$ cat config.mk
export PLATFORM = sky130hd
export DESIGN_NAME = spi_cmd_rx_flat
export DESIGN_NICKNAME = d
export VERILOG_FILES = /design/src/rtl/spi_cmd_rx_if.sv /design/src/rtl/spi_cmd_rx.sv /design/src/flat_wrapper.sv
export SDC_FILE = /design/constraint.sdc
export NUM_CORES = 1
export LEC_CHECK = 0
export ABC_AREA = 1
export BUFFER_PORTS_ARGS = -buffer_cell sky130_fd_sc_hd__buf_2
export CORE_UTILIZATION = 40
export CTS_CLUSTER_DIAMETER = 40
export DETAILED_ROUTE_END_ITERATION = 12
export HOLD_SLACK_MARGIN = 0.1
export PLACE_DENSITY = 0.57
export SLEW_MARGIN = 20
export SYNTH_ARGS = -nofsm -noshare
export SYNTH_HDL_FRONTEND = slang
export SYNTH_SLANG_ARGS = --single-unit
$ cat constraint.sdc
create_clock -name clk -period 1.7 [get_ports clk]
set_clock_uncertainty 0.05 [all_clocks]
set_input_delay 0.255 -clock clk [delete_from_list [all_inputs] [get_ports clk]]
set_output_delay 0.255 -clock clk [all_outputs]
set_load 0.03 [all_outputs]
$ cat src/rtl/spi_cmd_rx_if.sv
// SPI command receiver bus: raw SPI pins in, decoded byte stream out.
// The receiver holds the slave modport; whoever drives the SPI pins and
// consumes the bytes holds the master modport.
interface spi_cmd_rx_if #(
    parameter int CNT_W = 8
);
    // Raw asynchronous SPI pins.
    logic             sclk;
    logic             cs_n;
    logic             mosi;
    // Byte stream and frame status, synchronous to clk.
    // Handshake: byte_ready is a one-cycle strobe with no back-pressure;
    // command_byte is valid on that cycle and held until the next strobe.
    logic [7:0]       command_byte;
    logic             byte_ready;
    logic             frame_active;
    logic             frame_error;
    logic [CNT_W-1:0] byte_count;
    // Receiver FSM state (0 = IDLE, 1 = SHIFT) for checkers.
    logic             dbg_state;

    modport slave (
        input  sclk, cs_n, mosi,
        output command_byte, byte_ready, frame_active, frame_error,
               byte_count, dbg_state
    );

    modport master (
        output sclk, cs_n, mosi,
        input  command_byte, byte_ready, frame_active, frame_error,
               byte_count, dbg_state
    );
endinterface

$ cat src/rtl/spi_cmd_rx.sv
// SPI mode-0 (CPOL=0, CPHA=0, MSB first) command byte receiver running
// entirely in the clk domain. SCLK/CS/MOSI are oversampled through equal
// depth synchronisers; completed bytes are delivered with a one-cycle
// byte_ready strobe, plus frame tracking and aborted-byte reporting.
module spi_cmd_rx #(
    parameter int SYNC_STAGES = 2,
    parameter int CNT_W       = 8
) (
    input  logic        clk,
    input  logic        rst_n,
    spi_cmd_rx_if.slave bus
);

    typedef enum logic {
        ST_IDLE  = 1'b0,
        ST_SHIFT = 1'b1
    } state_t;

    // Synchroniser chains; index SYNC_STAGES-1 is the synchronised output.
    logic [SYNC_STAGES-1:0] r_sclk_sync;
    logic [SYNC_STAGES-1:0] r_cs_sync;
    logic [SYNC_STAGES-1:0] r_mosi_sync;
    // Marks which synchroniser stages hold real samples rather than the
    // reset preset, so a preset cs_n=1 is never mistaken for a real high.
    logic [SYNC_STAGES-1:0] r_vld_sync;
    logic                   r_sclk_d;
    // Set once a genuine cs_n high has been seen; a frame may only start
    // after that, so releasing reset with cs_n low does not open a frame.
    logic                   r_armed;

    logic                   w_s_sclk;
    logic                   w_s_cs_n;
    logic                   w_s_mosi;
    logic                   w_rise;

    state_t                 r_state;
    state_t                 w_state_nxt;

    logic                   w_frame_start;
    logic                   w_sample;
    logic                   w_last_bit;
    logic                   w_frame_end;
    logic                   w_abort;

    logic [6:0]             r_shift;
    logic [2:0]             r_bit_cnt;
    logic [7:0]             r_command_byte;
    logic                   r_byte_ready;
    logic                   r_frame_error;
    logic [CNT_W-1:0]       r_byte_count;

    assign w_s_sclk = r_sclk_sync[SYNC_STAGES-1];
    assign w_s_cs_n = r_cs_sync[SYNC_STAGES-1];
    assign w_s_mosi = r_mosi_sync[SYNC_STAGES-1];
    assign w_rise   = w_s_sclk & ~r_sclk_d;

    // Input synchronisers, SCLK edge-detect flop and frame arming.
    always_ff @(posedge clk or negedge rst_n) begin
        if (!rst_n) begin
            r_sclk_sync <= '0;
            r_cs_sync   <= '1;
            r_mosi_sync <= '0;
            r_vld_sync  <= '0;
            r_sclk_d    <= 1'b0;
            r_armed     <= 1'b0;
        end else begin
            r_sclk_sync <= {r_sclk_sync[SYNC_STAGES-2:0], bus.sclk};
            r_cs_sync   <= {r_cs_sync[SYNC_STAGES-2:0], bus.cs_n};
            r_mosi_sync <= {r_mosi_sync[SYNC_STAGES-2:0], bus.mosi};
            r_vld_sync  <= {r_vld_sync[SYNC_STAGES-2:0], 1'b1};
            r_sclk_d    <= w_s_sclk;
            r_armed     <= r_armed | (r_vld_sync[SYNC_STAGES-1] & w_s_cs_n);
        end
    end

    // FSM state register.
    always_ff @(posedge clk or negedge rst_n) begin
        if (!rst_n) begin
            r_state <= ST_IDLE;
        end else begin
            r_state <= w_state_nxt;
        end
    end

    // FSM next-state: a frame opens on an armed cs_n low and closes on cs_n high.
    always_comb begin
        w_state_nxt = r_state;
        case (r_state)
            ST_IDLE:  if (r_armed && !w_s_cs_n) w_state_nxt = ST_SHIFT;
            ST_SHIFT: if (w_s_cs_n)             w_state_nxt = ST_IDLE;
            default:                            w_state_nxt = ST_IDLE;
        endcase
    end

    // FSM outputs: per-cycle datapath controls decoded from state and events.
    always_comb begin
        w_frame_start = 1'b0;
        w_sample      = 1'b0;
        w_last_bit    = 1'b0;
        w_frame_end   = 1'b0;
        w_abort       = 1'b0;
        case (r_state)
            ST_IDLE: begin
                w_frame_start = r_armed & ~w_s_cs_n;
            end
            ST_SHIFT: begin
                w_sample    = w_rise;
                // A completing 8th bit wins over a simultaneous CS release.
                w_last_bit  = w_rise & (r_bit_cnt == 3'd7);
                w_frame_end = w_s_cs_n;
                w_abort     = w_s_cs_n & ((r_bit_cnt != 3'd0) | w_rise) & ~w_last_bit;
            end
            default: ;
        endcase
    end

    // Shift register, bit/byte counters and registered output strobes.
    always_ff @(posedge clk or negedge rst_n) begin
        if (!rst_n) begin
            r_shift        <= '0;
            r_bit_cnt      <= '0;
            r_command_byte <= '0;
            r_byte_ready   <= 1'b0;
            r_frame_error  <= 1'b0;
            r_byte_count   <= '0;
        end else begin
            r_byte_ready  <= w_last_bit;
            r_frame_error <= w_abort;
            if (w_frame_start) begin
                r_byte_count <= '0;
                r_bit_cnt    <= '0;
                r_shift      <= '0;
            end else if (w_last_bit) begin
                r_command_byte <= {r_shift, w_s_mosi};
                r_bit_cnt      <= '0;
                r_shift        <= '0;
                if (r_byte_count != {CNT_W{1'b1}}) begin
                    r_byte_count <= r_byte_count + {{(CNT_W-1){1'b0}}, 1'b1};
                end
            end else if (w_frame_end) begin
                // Partial byte is discarded; byte_count stays readable.
                r_bit_cnt <= '0;
                r_shift   <= '0;
            end else if (w_sample) begin
                r_shift   <= {r_shift[5:0], w_s_mosi};
                r_bit_cnt <= r_bit_cnt + 3'd1;
            end
        end
    end

    assign bus.command_byte = r_command_byte;
    assign bus.byte_ready   = r_byte_ready;
    assign bus.frame_active = (r_state == ST_SHIFT);
    assign bus.frame_error  = r_frame_error;
    assign bus.byte_count   = r_byte_count;
    assign bus.dbg_state    = r_state;

endmodule

$ cat src/flat_wrapper.sv
// flat-port wrapper written by rule: the top's interface ports become plain ports
module spi_cmd_rx_flat 
#(
    parameter int SYNC_STAGES = 2,
    parameter int CNT_W       = 8
)
  (clk, rst_n, bus_sclk, bus_cs_n, bus_mosi, bus_command_byte, bus_byte_ready, bus_frame_active, bus_frame_error, bus_byte_count, bus_dbg_state);
  spi_cmd_rx_if #(.CNT_W(CNT_W)) bus_i ();
  input  logic clk;
  input  logic rst_n;
  input wire logic [$bits(bus_i.sclk)-1:0] bus_sclk;
  input wire logic [$bits(bus_i.cs_n)-1:0] bus_cs_n;
  input wire logic [$bits(bus_i.mosi)-1:0] bus_mosi;
  output wire logic [$bits(bus_i.command_byte)-1:0] bus_command_byte;
  output wire logic [$bits(bus_i.byte_ready)-1:0] bus_byte_ready;
  output wire logic [$bits(bus_i.frame_active)-1:0] bus_frame_active;
  output wire logic [$bits(bus_i.frame_error)-1:0] bus_frame_error;
  output wire logic [$bits(bus_i.byte_count)-1:0] bus_byte_count;
  output wire logic [$bits(bus_i.dbg_state)-1:0] bus_dbg_state;
  assign bus_i.sclk = bus_sclk;
  assign bus_i.cs_n = bus_cs_n;
  assign bus_i.mosi = bus_mosi;
  assign bus_command_byte = bus_i.command_byte;
  assign bus_byte_ready = bus_i.byte_ready;
  assign bus_frame_active = bus_i.frame_active;
  assign bus_frame_error = bus_i.frame_error;
  assign bus_byte_count = bus_i.byte_count;
  assign bus_dbg_state = bus_i.dbg_state;
  spi_cmd_rx #(.SYNC_STAGES(SYNC_STAGES), .CNT_W(CNT_W)) u_core (.clk(clk), .rst_n(rst_n), .bus(bus_i));
endmodule
==> results of run 1 <==
==> stage by stage <==
step           total power (W)  hold slack, ps
4_1_cts                0.00201             303
3_5_place_dp           0.00120             191
6_report               0.00197             301
2_1_floorplan          0.00113           -90.6
3_3_place_gp           0.00119             188
5_1_grt                0.00206             310
==> cell families after synthesis <==
| group | synth area share, % |
|---|---|
| AND/OR/NAND/NOR | 30.0 |
| XOR/XNOR | 0.522 |
| flip-flops | 58.3 |
| adder cells (fa/ha/maj) | 2.98 |
| AO/OA/AOI/OAI | 3.73 |
| buffers and inverters | 4.25 |
| other | 0.223 |
==> power by group <==
| group | internal (W) | switching (W) | leakage, nW | total [W] |
|---|---|---|---|---|
| clock | 0.000475 | 0.000315 | 0.0612 | 0.000790 |
| combinational | 0.0000615 | 0.000119 | 0.560 | 0.000180 |
| sequential | 0.000971 | 0.0000320 | 0.509 | 0.00100 |
==> final timing paths <==
kind	start	endpoint	slack (ps)
min reg2reg	u_core.r_mosi_sync[0]	u_core.r_mosi_sync[1]	300
max	u_core.r_bit_cnt[0]	u_core.r_bit_cnt[1]	150
max in group asynchronous	rst_n	u_core.r_cs_sync[0]	930
max reg2reg	u_core.r_bit_cnt[0]	u_core.r_bit_cnt[1]	150
min in group asynchronous	rst_n	u_core.bus.byte_count[7]	390
min	u_core.r_mosi_sync[0]	u_core.r_mosi_sync[1]	300
==> Yosys cell counts, drive strengths merged <==
cell type	n	area [um2]
nand2	77	297
dfrtp	37	926
nand3	15	97.6
inv	14	52.6
nor2	11	66.3
o21ai	6	41.3
ha	4	50.1
a21oi	3	15.0
nand4	3	25.0
buf	2	18.8
dfstp	2	52.6
a31oi	1	6.26
conb	1	3.75
nand3b	1	7.51
nor3	1	5.00
or2	1	6.26
xnor2	1	8.76
==> cells in the final DEF, fill, tap and decap left out <==
master         instances
nor2_1                 7
buf_4                  5
o21ai_4                1
clkbuf_8               6
nand3_2                2
a21oi_1                3
dfrtp_1               37
o21ai_1                1
nand4_2                1
nand3_1               12
nand2_1               74
clkinv_2               1
xnor2_1                1
inv_2                  1
nand2_2                3
buf_2                 24
nor2_2                 1
nor3_1                 1
nand3b_1               1
conb_1                 1
nor2_4                 3
dlygate4sd3_1          4
or2_1                  1
buf_12                 1
dfstp_2                2
bufinv_16              1
ha_1                   4
inv_1                 13
nand4_1                2
nand3_4                1
o21ai_0                4
a31oi_1                1
==> critical path: stages, from the launching register on <==
cell and delay [ps]:
dfrtp_1 410, ha_1 210, ha_1 210, nand4_2 110, nand2_2 100, nor2_4 210, nand3_1 110, nand2_1 70
==> metal layers <==
layer | wire [um] | up-vias | share of wire (%) | GRT usage, %
met5 | 0 | - | 0 | 0
met4 | 62 | 0 | 2.0 | 7.18
met3 | 126 | 7 | 4.0 | 5.82
met2 | 1440 | 29 | 46 | 24.6
met1 | 1490 | 598 | 48 | 20.1
li1 | - | 647 | - | -
==> sequential cells by signal, summed over array words and instances, names as in the netlist <==
name / flops
u_core.bus.command_byte: 8
u_core.bus.dbg_state: 1
u_core.r_sclk_sync: 2
u_core.r_cs_sync: 2
u_core.bus.byte_count: 8
u_core.r_mosi_sync: 2
u_core.r_bit_cnt: 3
u_core.r_vld_sync: 2
u_core.bus.byte_ready: 1
u_core.bus.frame_error: 1
u_core.r_shift: 7
u_core.r_sclk_d: 1
u_core.r_armed: 1
==> timing repair <==
action | CTS | global route
setup buffers | 0 | 4
endpoints found under the setup margin | 0 | 5
endpoints found under the hold margin | 40 | 0
hold buffers | 4 | 0
==> area by class of cell <==
type | instances | area share, %
Sequential cell | 39 | 47.5
Multi-Input combinational cell | 125 | 30.6
Timing Repair Buffer | 34 | 10.6
Clock buffer | 6 | 4.01
Tap cell | 50 | 3.04
Inverter | 14 | 2.55
Clock inverter | 2 | 1.70
==> results.md, run 1 <==
- Summed over all cells, the static leakage comes to roughly 1.1 nW.
- During placement, the flow inserted port buffers numbering 24.
- The weighted congestion reported at the end of routability-driven placement is around 0.86.
- With fillers left out, the area of the finished cells amounts to 2060 um2.
- The I/O pin total is 25.
- The total number of yosys warnings is 0.
- The die is 66.8 um wide.
- The initialized floorplan defines 23 standard-cell rows.
- CTS saw 39 sinks.
- The post-synthesis cell count is 180.
- After detailed routing, the average wire length per cell comes to roughly 12 um.
- The total area of sequential cells is around 980 um2.
- Counting flops and latches in the post-synthesis netlist gives 39.
- The number of nets in the layout is 228.
- The overflow left after global routing is 0.
- The number of placed cells counting well taps is 254.
- The die covers roughly 4500 um2.
- The worst setup margin is 145 ps.
- The maximum clock insertion buffer count is 2.
- After clock tree synthesis, the clock-pin slew on the worst setup and hold paths is 70 ps.
- The min-delay analysis places its worst path in the category reg -> reg.
- The max-slew violation count is 0.
- The maximum VDD drop is 540 uV.
- The number of violations reported at the end of detailed-routing iteration 0 is roughly 110.
- In the routed design, unresolved DRC markers number 0.
- The post-synthesis sequential area ratio is 58.3%.
- Static timing analysis puts the maximum clock frequency at 643 MHz.
- At the later pin of the worst-skew pair, clock insertion delay measures 290 ps.
- The count of filler cells inserted in the layout is 391.
- Along the worst path, the maximum fanout reaches 9.
- The count of antenna-violating nets left after detailed routing is 0.
- STA classifies the critical path endpoint as a flop.
- The setup slack at placement is ~110 ps.
- Measured in cells, the most critical reg-to-reg path has a length of 7.
- TritonCTS built the clock tree.
- Across every metal layer, demand over resource in global routing totals 16.1%.
- The number of vias per cell is 4.74.
- The initial antenna violation count is 0.
- Setup repair after global routing left no endpoint under its margin.
- The number of library cell types mapped by synthesis is 27.
- The final layout contains routed wiring with a total length of about 3100 um.
- The run finished with clean final reports.
- The number of maximum-capacitance constraint violations is 0.
- The footprint of the multi-input gates is roughly 630 um2.
- The number of iterations in the first detailed-routing pass is 5.
- The endpoint required time on the critical path is 1880 ps.
- Setup violations remaining at the end of the flow were counted as 0.
- Post-CTS repair changed the size of 0 cells.
- Of the cells placed in the final design, the portion with a size suffix greater than 1 is 24.1%.
- Measured along the y axis, the die boundary spans around 67 um.
- The total area inside the core boundary comes to between 4000 and 5000 um2.
- The cell area after placement is 1870 um2.
- The CTS H-tree depth is 2.
- The summed negative setup slack over all endpoints is 0 ps.
- The post-synthesis average cell area is 9.33 um2.
- Synthesis produced a netlist with a net count of 189.
- The path type of the worst setup path is reg -> reg.
- The vias after detailed routing is between 1000 and 1500.
- The final cell count without fillers is 270.
- TritonCTS created 5 clock buffers.
- The number of diodes is 0.
- The number of hold violations in the final report was 0.
- Cells fill 51.1% of the core in the end.
- The area overhead of the layout relative to synthesis is 22.6%.
- The global-route wire length before repair is 5200 um.
- The initial core utilization is a little over two fifths.
- For the finished layout, the period the worst path requires is 1550 ps.
- Along the worst hold path, the cell count comes to 0.
- The via count of the first global-routing pass came to 1184.
- Dividing the final minimum period by the clock period gives 91.5%.
- Dividing total power by cell area gives a power density of 958 nW/um2.
- The post-synthesis instance area is 1680 um2.
- The arrival time of data at the critical path endpoint is 1730 ps.
- Entering global routing, the biggest net connects 40 pins.
- The wire-length estimate of the detail-placed layout is 2170 um.
- The cell at the root of the clock tree is clkbuf_8.
- The worst setup path is launched from a flop.
No activity file was read; power rests on OpenSTA's default activity.
==> inputs of run 2 (changes only) <==
--- a/config.mk
+++ b/config.mk
@@ -7,12 +7,13 @@
 export LEC_CHECK = 0
 export ABC_AREA = 1
 export BUFFER_PORTS_ARGS = -buffer_cell sky130_fd_sc_hd__buf_2
-export CORE_UTILIZATION = 40
+export CORE_UTILIZATION = 55
 export CTS_CLUSTER_DIAMETER = 40
 export DETAILED_ROUTE_END_ITERATION = 12
 export HOLD_SLACK_MARGIN = 0.1
-export PLACE_DENSITY = 0.57
+export PLACE_DENSITY = 0.87
 export SLEW_MARGIN = 20
 export SYNTH_ARGS = -nofsm -noshare
 export SYNTH_HDL_FRONTEND = slang
 export SYNTH_SLANG_ARGS = --single-unit
+export TNS_END_PERCENT = 10
==> results.md, run 2 (synthesis results as in run 1) <==
- The flow ran to the end, but the final reports show violations.
- The checks that failed: design-rule violations.
- The layer flagged by global routing as most heavily used is met2.
- STA puts the critical path data arrival time at 1800 ps.
- At the end of routability-driven placement, the weighted congestion stood at around 0.83.
- The final worst-path cycle share is about nine tenths.
- Setup repair after global routing left no endpoint under its margin.
- The area overhead of the layout relative to synthesis is 16.2%.
- The global-route wire length before repair is 5040 um.
- Setup violations remaining at the end of the flow were counted as 0.
- After filler insertion, the fill cell instance count of the layout stands at 229.
- Once the clock tree was built, the setup fixing pass inserted 0 buffers.
- The die is ~57 um tall.
- The wire length after detailed routing is 2830 um.
- The number of vias per cell is 5.09.
- The met2 global-route usage is 34.1%.
- After clock tree synthesis, the clock-pin slew on the worst setup and hold paths is ~110 ps.
- The met3 global-route usage is 6.35%.
- The CTS tree is done.
- The clock period minus worst slack is 1560 ps.
- The global routing met1 resource utilization is approximately 25%.
- STA classifies the critical path endpoint as a flop.
- The initial antenna violation count is 0.
- Timing analysis after detailed placement gives a worst setup slack of between 100 and 150 ps.
- 25 I/O pins were placed.
- The share of the core filled with cells in the final layout is between 60 and 70%.
- The net count of the finished layout is 224.
- Measured in cells, the most critical reg-to-reg path has a length of 8.
- The count of antenna-violating nets left after detailed routing is 0.
- For the worst setup path, the data required time is about 1900 ps.
- The number of maximum-capacitance constraint violations is 0.
- Clock latency on the worst-skew pair, taken at its later pin, is ~350 ps.
- The pin count of the biggest net entering global routing is 40.
- In the layout the commonest cells are nand2_1, dfrtp_1, buf_2.
- The most critical setup path has its endpoint at u_core.bus.byte_count[5].
- The number of design rule violations left after detail routing is 4.
- The CTS H-tree depth is 2.
- The power density over cell area is 865 nW/um2.
- The worst hold path belongs to the class reg -> reg.
- The number of buffer cells added on primary ports is 24.
- The overflow left after global routing is 0.
- The design draws 0.00169 W.
- Global routing used roughly a fifth of the available tracks across all layers.
- The maximum clock insertion buffer count is 2.
- The commonest non-fill, non-tap cell in the layout is nand2_1.
- The worst setup path startpoint is u_core.r_bit_cnt[0].
- The max-slew violation count is 0.
- The floorplan step defined a die boundary enclosing 3280 um2.
- The first TritonRoute pass finished after 10 iterations.
- The via count of the first global-routing pass is 1207.
- The clock net sink count is 39.
- The worst hold-check slack is 314 ps.
- The number of diodes is 0.
- The number of gates given a new drive strength after cts is 0.
- VDD sags by at most 648 uV.
- The number of standard-cell rows in the floorplan is 19.
- Static timing analysis puts the maximum clock frequency at 640 MHz.
- The multi-input combinational cells in the finished layout cover a total of roughly 630 um2.
- In this run, CTS created clock tree buffers numbering 5.
- STA classifies the critical path startpoint as a flop.
- Once routing completed, OpenROAD measured the worst setup slack at 139 ps.
- The summed negative setup slack over all endpoints is 0 ps.
- The path type of the worst setup path is reg -> reg.
- In this run the critical register-to-register path is launched from u_core.r_bit_cnt[0].
- The number of hold violations in the final report came to 0.
- The largest driver fanout on the critical path is 10.
- The vias after detailed routing is 1257.
- The floorplan step defined a core boundary enclosing 2830 um2.
- The detailed router finished its first iteration with 62 violations.
- In this run the static leakage power is 1.08 nW.
- For flop-to-flop paths, the worst setup slack is 140 ps.
- The die is 57.3 um wide.
- The root buffer cell chosen for the clock tree is clkbuf_4.
- After detailed routing, the average wire length per cell comes to approximately 11 um.
- Detailed placement ended at an HPWL of between 1500 and 2000 um.
- The share of post-route cells with drive strength above 1 is 22.2%.
- The total area of sequential cells is around 980 um2.
- The endpoint identified for the worst register-to-register timing path is u_core.bus.byte_count[5].
- The initial core utilization is between 50% and 60%.
run 2: cell count changes in the layout (fill, tap and decap cells not counted), sizes merged:
cell	previous run	this run
clkbuf	6	7
buf	30	26
bufinv	1	0
run 2: where the power goes:
part	internal [W]	switching, W
combinational	0.0000621	0.000116
clock	0.000205	0.000300
sequential	0.000970	0.0000324
total	0.00124	0.000449
run 2: how the worst min path moves through the flow:
stage	start	end	cells past startpoint
detailed placement	rst_n	u_core.bus.byte_count[7]	2
global route	u_core.r_cs_sync[0]	u_core.r_cs_sync[1]	0
CTS	u_core.r_vld_sync[0]	u_core.r_vld_sync[1]	0
global placement	rst_n	u_core.bus.byte_count[2]	2
floorplan	rst_n	u_core.bus.byte_count[0]	0
finish	u_core.r_mosi_sync[0]	u_core.r_mosi_sync[1]	0
run 2: final cells by class:
class                   instances  area share, %
clock inverters                 1          0.449
multi-input cells             125           32.3
repair buffers                 30           9.62
inverters                      14           2.69
clock buffers                   7           2.82
flip-flops and latches         39           50.2
well taps                      31           1.99
run 2: metal layers:
layer | vias to the layer above | share of wire [%]
met4 | 0 | 1.7
met1 | 585 | 47
met5 | - | 0
met2 | 25 | 47
met3 | 5 | 4.2
li1 | 642 | -
run 2: timing repair:
action | in CTS | in global routing
endpoints found under the hold margin | 42 | 0
hold buffers | 4 | 0
endpoints found under the setup margin | 0 | 0
run 2: critical path, stage by stage, from the launching register on:
cell	delay [ps]
dfrtp_1	400
ha_1	160
ha_1	190
nand3_2	120
nor2_4	220
nand3_2	130
inv_1	120
nand2_1	60
nand2_1	60
run 2: metrics by stage:
step / instances / cell area, um2
3_5_place_dp: 235 / 1850
5_1_grt: 247 / 1950
2_1_floorplan: 180 / 1680
6_report: 247 / 1950
4_1_cts: 247 / 1950
3_3_place_gp: 235 / 1850
